File: src/rtl/vga_fb_reader_pkg.sv
`default_nettype none
// ============================================================================
// Module   : vga_fb_reader_pkg
// Brief    : Shared display / frame-buffer geometry and read-FSM encoding.
// Revision : 1.0
// ============================================================================
package vga_fb_reader_pkg;

    localparam int CNT_W    = 11;
    localparam int H_ACTIVE = 640;
    localparam int V_ACTIVE = 480;
    localparam int IMG_W    = 320;
    localparam int IMG_H    = 240;
    localparam int ADDR_W   = 17;
    localparam int PIX_W    = 12;

    typedef enum logic [1:0] {
        S_VBLANK = 2'd0,
        S_ACTIVE = 2'd1,
        S_SWAP   = 2'd2
    } rd_state_e;

    // Horizontal pixel doubling: two display columns share one stored column.
    function automatic logic [ADDR_W-1:0] pix_addr(
        input logic [ADDR_W-1:0] base,
        input logic [CNT_W-1:0]  h
    );
        return base + ADDR_W'(h[CNT_W-1:1]);
    endfunction

endpackage
`default_nettype wire

File: src/rtl/vga_fb_reader_if.sv
`default_nettype none
// ============================================================================
// Module   : vga_fb_reader_if
// Brief    : Frame-buffer read port plus the buffer-swap handshake.
// Revision : 1.0
// ============================================================================
interface vga_fb_reader_if;
    import vga_fb_reader_pkg::*;

    logic [ADDR_W-1:0] fb_rd_addr;
    logic              fb_rd_sel;
    logic [PIX_W-1:0]  fb_rd_data;
    logic              swap_req;
    logic              swap_ack;

    modport master (
        output fb_rd_addr,
        output fb_rd_sel,
        output swap_ack,
        input  fb_rd_data,
        input  swap_req
    );

    modport slave (
        input  fb_rd_addr,
        input  fb_rd_sel,
        input  swap_ack,
        output fb_rd_data,
        output swap_req
    );

endinterface
`default_nettype wire

File: src/rtl/vga_pix_delay.sv
`default_nettype none
// ============================================================================
// Module   : vga_pix_delay
// Brief    : Resettable shift-register delay line for per-pixel side flags.
// Revision : 1.0
// ============================================================================
module vga_pix_delay #(
    parameter int DEPTH = 2,
    parameter int WIDTH = 1
) (
    input  wire logic             CLK25,
    input  wire logic             reset,
    input  wire logic [WIDTH-1:0] din,
    output logic      [WIDTH-1:0] dout
);

    logic [DEPTH-1:0][WIDTH-1:0] shift_q;
    logic [DEPTH-1:0][WIDTH-1:0] shift_d;

    always_comb begin
        shift_d    = shift_q;
        shift_d[0] = din;
        for (int i = 1; i < DEPTH; i++) begin
            shift_d[i] = shift_q[i-1];
        end
    end

    always_ff @(posedge CLK25) begin
        if (reset) begin
            shift_q <= '0;
        end else begin
            shift_q <= shift_d;
        end
    end

    assign dout = shift_q[DEPTH-1];

endmodule
`default_nettype wire

File: src/rtl/vga_fb_reader.sv
`default_nettype none
// ============================================================================
// Module   : vga_fb_reader
// Brief    : 2x pixel-doubled frame-buffer read sequencer with buffer swap.
// Revision : 1.0
// ============================================================================
module vga_fb_reader
    import vga_fb_reader_pkg::*;
#(
    parameter int RD_LAT = 1
) (
    input  wire logic             CLK25,
    input  wire logic             reset,
    input  wire logic [CNT_W-1:0] hcnt,
    input  wire logic [CNT_W-1:0] vcnt,
    vga_fb_reader_if.master       fb,
    output logic      [PIX_W-1:0] rgb_out,
    output logic                  de_out,
    output logic                  frame_start
);

    localparam int                DLY_DEPTH = 1 + RD_LAT;
    localparam logic [ADDR_W-1:0] LINE_STEP = ADDR_W'(IMG_W);

    rd_state_e         state_q, state_d;
    logic [ADDR_W-1:0] line_base_q, line_base_d;
    logic [ADDR_W-1:0] addr_q, addr_d;
    logic              sel_q, sel_d;
    logic              ack_q, ack_d;
    logic              pending_q, pending_d;
    logic              swapped_q, swapped_d;
    logic [PIX_W-1:0]  rgb_q, rgb_d;
    logic              de_q, de_d;
    logic              fs_q, fs_d;

    logic              in_view;
    logic              frame_origin;
    logic              frame_end;
    logic              vis_run;
    logic [ADDR_W-1:0] cur_base;
    logic [1:0]        dly_in;
    logic [1:0]        dly_out;

    assign in_view      = (hcnt < CNT_W'(H_ACTIVE)) && (vcnt < CNT_W'(V_ACTIVE));
    assign frame_origin = (hcnt == '0) && (vcnt == '0);
    assign frame_end    = (hcnt == '0) && (vcnt == CNT_W'(V_ACTIVE));

    // After a reset nothing is shown until the counters pass the frame origin.
    assign vis_run  = in_view && ((state_q == S_ACTIVE) || frame_origin);
    assign cur_base = frame_origin ? '0 : line_base_q;

    // ------------------------------------------------------------------
    // Read-side FSM and swap handshake
    // ------------------------------------------------------------------
    always_comb begin
        state_d   = state_q;
        sel_d     = sel_q;
        ack_d     = 1'b0;
        swapped_d = swapped_q;
        pending_d = pending_q | (fb.swap_req & ~ack_q);

        case (state_q)
            S_ACTIVE: begin
                if (frame_end) begin
                    state_d = S_VBLANK;
                end
            end
            S_VBLANK: begin
                if (frame_origin) begin
                    state_d   = S_ACTIVE;
                    swapped_d = 1'b0;
                end else if (pending_q && !swapped_q && !in_view) begin
                    // Output registers show the swap during the S_SWAP cycle.
                    state_d   = S_SWAP;
                    sel_d     = ~sel_q;
                    ack_d     = 1'b1;
                    pending_d = 1'b0;
                    swapped_d = 1'b1;
                end
            end
            S_SWAP: begin
                if (frame_origin) begin
                    state_d   = S_ACTIVE;
                    swapped_d = 1'b0;
                end else begin
                    state_d   = S_VBLANK;
                end
            end
            default: begin
                state_d = S_VBLANK;
            end
        endcase
    end

    // ------------------------------------------------------------------
    // Address generation and output alignment
    // ------------------------------------------------------------------
    always_comb begin
        line_base_d = line_base_q;
        addr_d      = addr_q;

        if (vis_run) begin
            addr_d = pix_addr(cur_base, hcnt);
        end

        // Advance the stored row only after odd display lines (vertical doubling).
        if (frame_origin) begin
            line_base_d = '0;
        end else if ((state_q == S_ACTIVE) && in_view &&
                     (hcnt == CNT_W'(H_ACTIVE - 1)) && vcnt[0]) begin
            line_base_d = line_base_q + LINE_STEP;
        end

        de_d  = dly_out[0];
        fs_d  = dly_out[1];
        rgb_d = dly_out[0] ? fb.fb_rd_data : '0;
    end

    assign dly_in = {vis_run && frame_origin, vis_run};

    vga_pix_delay #(
        .DEPTH (DLY_DEPTH),
        .WIDTH (2)
    ) u_pix_delay (
        .CLK25 (CLK25),
        .reset (reset),
        .din   (dly_in),
        .dout  (dly_out)
    );

    always_ff @(posedge CLK25) begin
        if (reset) begin
            state_q     <= S_VBLANK;
            line_base_q <= '0;
            addr_q      <= '0;
            sel_q       <= 1'b0;
            ack_q       <= 1'b0;
            pending_q   <= 1'b0;
            swapped_q   <= 1'b0;
            rgb_q       <= '0;
            de_q        <= 1'b0;
            fs_q        <= 1'b0;
        end else begin
            state_q     <= state_d;
            line_base_q <= line_base_d;
            addr_q      <= addr_d;
            sel_q       <= sel_d;
            ack_q       <= ack_d;
            pending_q   <= pending_d;
            swapped_q   <= swapped_d;
            rgb_q       <= rgb_d;
            de_q        <= de_d;
            fs_q        <= fs_d;
        end
    end

    assign fb.fb_rd_addr = addr_q;
    assign fb.fb_rd_sel  = sel_q;
    assign fb.swap_ack   = ack_q;
    assign rgb_out       = rgb_q;
    assign de_out        = de_q;
    assign frame_start   = fs_q;

endmodule
`default_nettype wire

File: src/flat_wrapper.sv
// flat-port wrapper written by rule: the top's interface ports become plain ports
module vga_fb_reader_flat import vga_fb_reader_pkg::*;
#(
    parameter int RD_LAT = 1
)
  (CLK25, reset, hcnt, vcnt, rgb_out, de_out, frame_start, fb_fb_rd_addr, fb_fb_rd_sel, fb_swap_ack, fb_fb_rd_data, fb_swap_req);
  vga_fb_reader_if fb_i ();
  input  wire logic CLK25;
  input  wire logic reset;
  input  wire logic [CNT_W-1:0] hcnt;
  input  wire logic [CNT_W-1:0] vcnt;
  output logic      [PIX_W-1:0] rgb_out;
  output logic de_out;
  output logic frame_start;
  output wire logic [$bits(fb_i.fb_rd_addr)-1:0] fb_fb_rd_addr;
  output wire logic [$bits(fb_i.fb_rd_sel)-1:0] fb_fb_rd_sel;
  output wire logic [$bits(fb_i.swap_ack)-1:0] fb_swap_ack;
  input wire logic [$bits(fb_i.fb_rd_data)-1:0] fb_fb_rd_data;
  input wire logic [$bits(fb_i.swap_req)-1:0] fb_swap_req;
  assign fb_fb_rd_addr = fb_i.fb_rd_addr;
  assign fb_fb_rd_sel = fb_i.fb_rd_sel;
  assign fb_swap_ack = fb_i.swap_ack;
  assign fb_i.fb_rd_data = fb_fb_rd_data;
  assign fb_i.swap_req = fb_swap_req;
  vga_fb_reader #(.RD_LAT(RD_LAT)) u_core (.CLK25(CLK25), .reset(reset), .hcnt(hcnt), .vcnt(vcnt), .fb(fb_i), .rgb_out(rgb_out), .de_out(de_out), .frame_start(frame_start));
endmodule
File: config.mk
export PLATFORM = sky130hd
export DESIGN_NAME = vga_fb_reader_flat
export DESIGN_NICKNAME = d
export VERILOG_FILES = /design/src/rtl/vga_fb_reader_pkg.sv /design/src/rtl/vga_fb_reader_if.sv /design/src/rtl/vga_pix_delay.sv /design/src/rtl/vga_fb_reader.sv /design/src/flat_wrapper.sv
export SDC_FILE = /design/constraint.sdc
export NUM_CORES = 1
export LEC_CHECK = 0
export ABC_AREA = 1
export BUFFER_PORTS_ARGS = -buffer_cell sky130_fd_sc_hd__buf_2
export CAP_MARGIN = 20
export CORE_MARGIN = 2
export CORE_UTILIZATION = 30
export DETAILED_ROUTE_END_ITERATION = 6
export SLEW_MARGIN = 20
export SYNTH_ARGS = -nofsm -noshare
export SYNTH_HDL_FRONTEND = slang
export SYNTH_HIERARCHICAL = 1
export SYNTH_SLANG_ARGS = --single-unit
File: constraint.sdc
create_clock -name CLK25 -period 2.7 [get_ports CLK25]
set_input_delay 0.135 -clock CLK25 [delete_from_list [all_inputs] [get_ports CLK25]]
set_output_delay 0.135 -clock CLK25 [all_outputs]
set_load 0.01 [all_outputs]
==> flow_metrics.tcl <==
set metrics [dict create \
    tightest_slew_ns 0.532 \
    synth_cell_types 35 \
    portBuffers 69 \
    synth_top_area_frac 0.399 \
    pwr-share-seq 0.580 \
    synth.cell_area_um2 2610 \
    grt_pass1_wl_um 10600 \
    routedWlPerCell_um 11.2 \
    path_clk_slew_ns 0.10 \
    ys_async_sr_fraction 0 \
    combPwrFrac 0.068 \
    seqCellArea_um2 1040 \
    syn_avg_cell_area_um2 7.20 \
    clock_tree.root_cell "clkbuf_8" \
    cap_violations 0 \
    vias_per_cell 4.43 \
    drt-total-wl_um 6040 \
    cts-htree-levels 2 \
    cp_top_family "adder cells" \
    core_um2 8590 \
    synthTopCellsByArea "dfxtp_1 40%, inv_1 11%, nand2_1 8.8%" \
    clock_skew_ns 0.00598 \
    die_w_um 97.2 \
    setup_viol 0 \
    antenna_cells 0 \
    cts_max_path_buffers 2 \
    crit_required_ns 2.92 \
    syn-num-nets 405 \
    fin_crit_sh 0.842 \
    final_nets 473 \
    cp_max_fo 5 \
    grt_use_total 0.135 \
    dp_cells 531 \
    fp.dieH_um 97.2 \
    min_period_ns 2.27 \
    numCtsBuffers 5 \
    final.setup.tns_ns 0 \
    critPathArrivalTime_ns 2.49 \
    row_count 34 \
    synthCells 362 \
    swShare 0.254 \
    cts_setup_buffers 0 \
    synth_top_area_cell "dfxtp_1" \
    drtIter0Drc 106 \
    fill_cells 953 \
    fin_cells 539 \
    antenna_found_initial 0 \
    power.internal_w 0.00100 \
    p_leak_nw 1.61 \
    finalHoldViolCount 0 \
    ys_seq_area_frac 0.399 \
    fin_ws_ns 0.425 \
    cts.repair.resized 0 \
    slowest_stage "dfxtp_1" \
    ios 70 \
    cts.sinks 52 \
    drc 0 \
    dp_hpwl_um 4750 \
    slew_headroom 0.644 \
    dr.pass1.iters 4 \
    start_util 0.303 \
    critPathKind "flop to flop" \
    p_sw_w 0.000342 \
    die_area_um2 9450 \
    cts_tree "done" \
    fmax_mhz 440 \
    start_kind "flop" \
    drv_slew 0 \
    synthToLayoutAreaGrowth_pct 19.9 \
    ys_ff_latch 52 \
    status "finished clean" \
    drtAntennaViolNets 0 \
    pwr-share-clk 0.353 \
    cp_num_buf_inv 3 \
    synth_edf_count 0 \
    ctsHoldBuffers 0 \
    grt_remaining_overflow 0 \
    critPathMaxStageDelay_ns 0.41 \
    rsz0062_at_grt "false" \
    path_cells "inv_1 -> nor2_1 -> ha_1 -> inv_1 -> fa_1 -> o21ai_1 -> nand4_4 -> o21bai_1 -> nand3_1 -> nand2_1 -> inv_1" \
    clk_latency_ns 0.31 \
    dr_total_vias 2388 \
    synth_flop_cell "dfxtp_1" \
    grt_pass1_vias 2391 \
    critPathCaptureType "flop" \
    multi_input_area_um2 1200 \
    drive_gt1_frac 0.248 \
    place_ws_ns 0.291 \
    path_common_cell "inv_1" \
    gp_congestion 0.847 \
    holdCritPathClass "primary input to flop" \
    irDropWorstVdd_uv 218 \
    synth.yosys.warnings 6 \
    power_density_nw_per_um2 429 \
    grt_max_degree 34 \
]
-- power by group through the flow --
stage	sequential, W	clock [W]	combinational, W
after global placement	0.000796	0	0.0000897
after detailed placement	0.000796	0	0.0000918
after CTS	0.000778	0.000499	0.0000923
final	0.000778	0.000474	0.0000911
after global routing	0.000780	0.000528	0.000106
after floorplan	0.000797	0	0.0000438
-- Yosys cell counts (2+ instances only) --
master     n
xor2_1     9
buf_6      3
nor3_1     4
a21oi_1   21
buf_2      2
clkbuf_1   3
nand2_2    5
nor2_1    41
nand3_2    3
a21oi_2    4
inv_1     73
nand2_1   61
nand4_1    3
nor2_2     6
o21bai_1   5
inv_2      5
xnor2_1    3
o21ai_0   20
ha_1       5
nor4_1     4
nand3_1   17
dfxtp_1   52
-- layout by cell type, fill, tap and decap left out, types with 2 or more instances in the layout --
master	synthesis	layout
clkbuf_8	0	5
o21ai_0	20	20
nand3_1	17	17
a21oi_1	21	21
ha_1	5	5
nor3_1	4	4
nand3_2	3	3
nand2_1	61	61
inv_2	5	5
o21bai_1	5	5
nor4_1	4	4
nand2_2	5	5
xor2_1	9	9
dfxtp_1	52	52
nor2_1	41	41
nand4_1	3	3
inv_6	0	2
xnor2_1	3	3
a21oi_2	4	4
buf_2	2	69
nor2_2	6	6
inv_1	73	73
-- stage by stage --
step           power (W)  utilization  area, um^2  hold slack [ns]
6_report         0.00134        0.364        3130           0.0232
5_1_grt          0.00141        0.364        3130           0.0141
4_1_cts          0.00137        0.364        3130          0.00573
2_1_floorplan   0.000840            -        2610            0.204
3_3_place_gp    0.000886        0.353        3030            0.349
3_5_place_dp    0.000888        0.353        3030            0.355
-- layer usage --
metal,GRT usage,wire length [um]
met5,0,0
met4,0.0374,82
met3,0.0367,391
met2,0.239,2930
met1,0.160,2640
-- sequential cells by signal (all words and copies together) (netlist names) --
| name | flops |
|---|---|
| u_core/fb.fb_rd_sel | 1 |
| u_core/u_pix_delay/shift_d | 2 |
| u_core/de_out | 1 |
| u_core/state_q | 2 |
| u_core/frame_start | 1 |
| u_core/fb.swap_ack | 1 |
| u_core/u_pix_delay/dout | 2 |
| u_core/swapped_q | 1 |
| u_core/pending_q | 1 |
| u_core/rgb_out | 12 |
| u_core/line_base_q | 11 |
| u_core/fb.fb_rd_addr | 17 |
-- worst register-to-register path, stage by stage, from the launching register on --
cell,delay [ns]
dfxtp_1,0.41
inv_1,0.10
nor2_1,0.16
ha_1,0.18
inv_1,0.05
fa_1,0.41
o21ai_1,0.38
nand4_4,0.15
o21bai_1,0.15
nand3_1,0.08
nand2_1,0.08
inv_1,0.03
-- final timing paths --
path	start	end	slack [ns]	depth (start not counted)
worst max-delay path	u_core/line_base_q[6]	u_core/fb.fb_rd_addr[16]	0.43	11
worst min-delay path	fb_fb_rd_data[3]	u_core/rgb_out[3]	0.02	3
worst max register to register	u_core/line_base_q[6]	u_core/fb.fb_rd_addr[16]	0.43	11
worst min register to register	u_core/u_pix_delay/dout[1]	u_core/frame_start	0.41	2
-- cells by family (layout without fill, tap and decap cells) --
kind of cell             count (synthesis)  count (layout)  share of synthesized area
AO/OA/AOI/OAI                           56              56                      0.127
XOR/XNOR                                12              12                     0.0403
adder cells (fa/ha/maj)                  6               6                     0.0317
buffers and inverters                   88             157                      0.140
flip-flops                              52              52                      0.399
AND/OR/NAND/NOR                        148             148                      0.262
-- area by class of cell --
type                    count  share of cell area
flip-flops and latches     52               0.333
inverters                  79              0.0964
well taps                 108              0.0432
clock inverters             3             0.00800
repair buffers             70               0.113
clock buffers               5              0.0220
multi-input cells         222               0.385
Power figures use the tool's default switching activity.
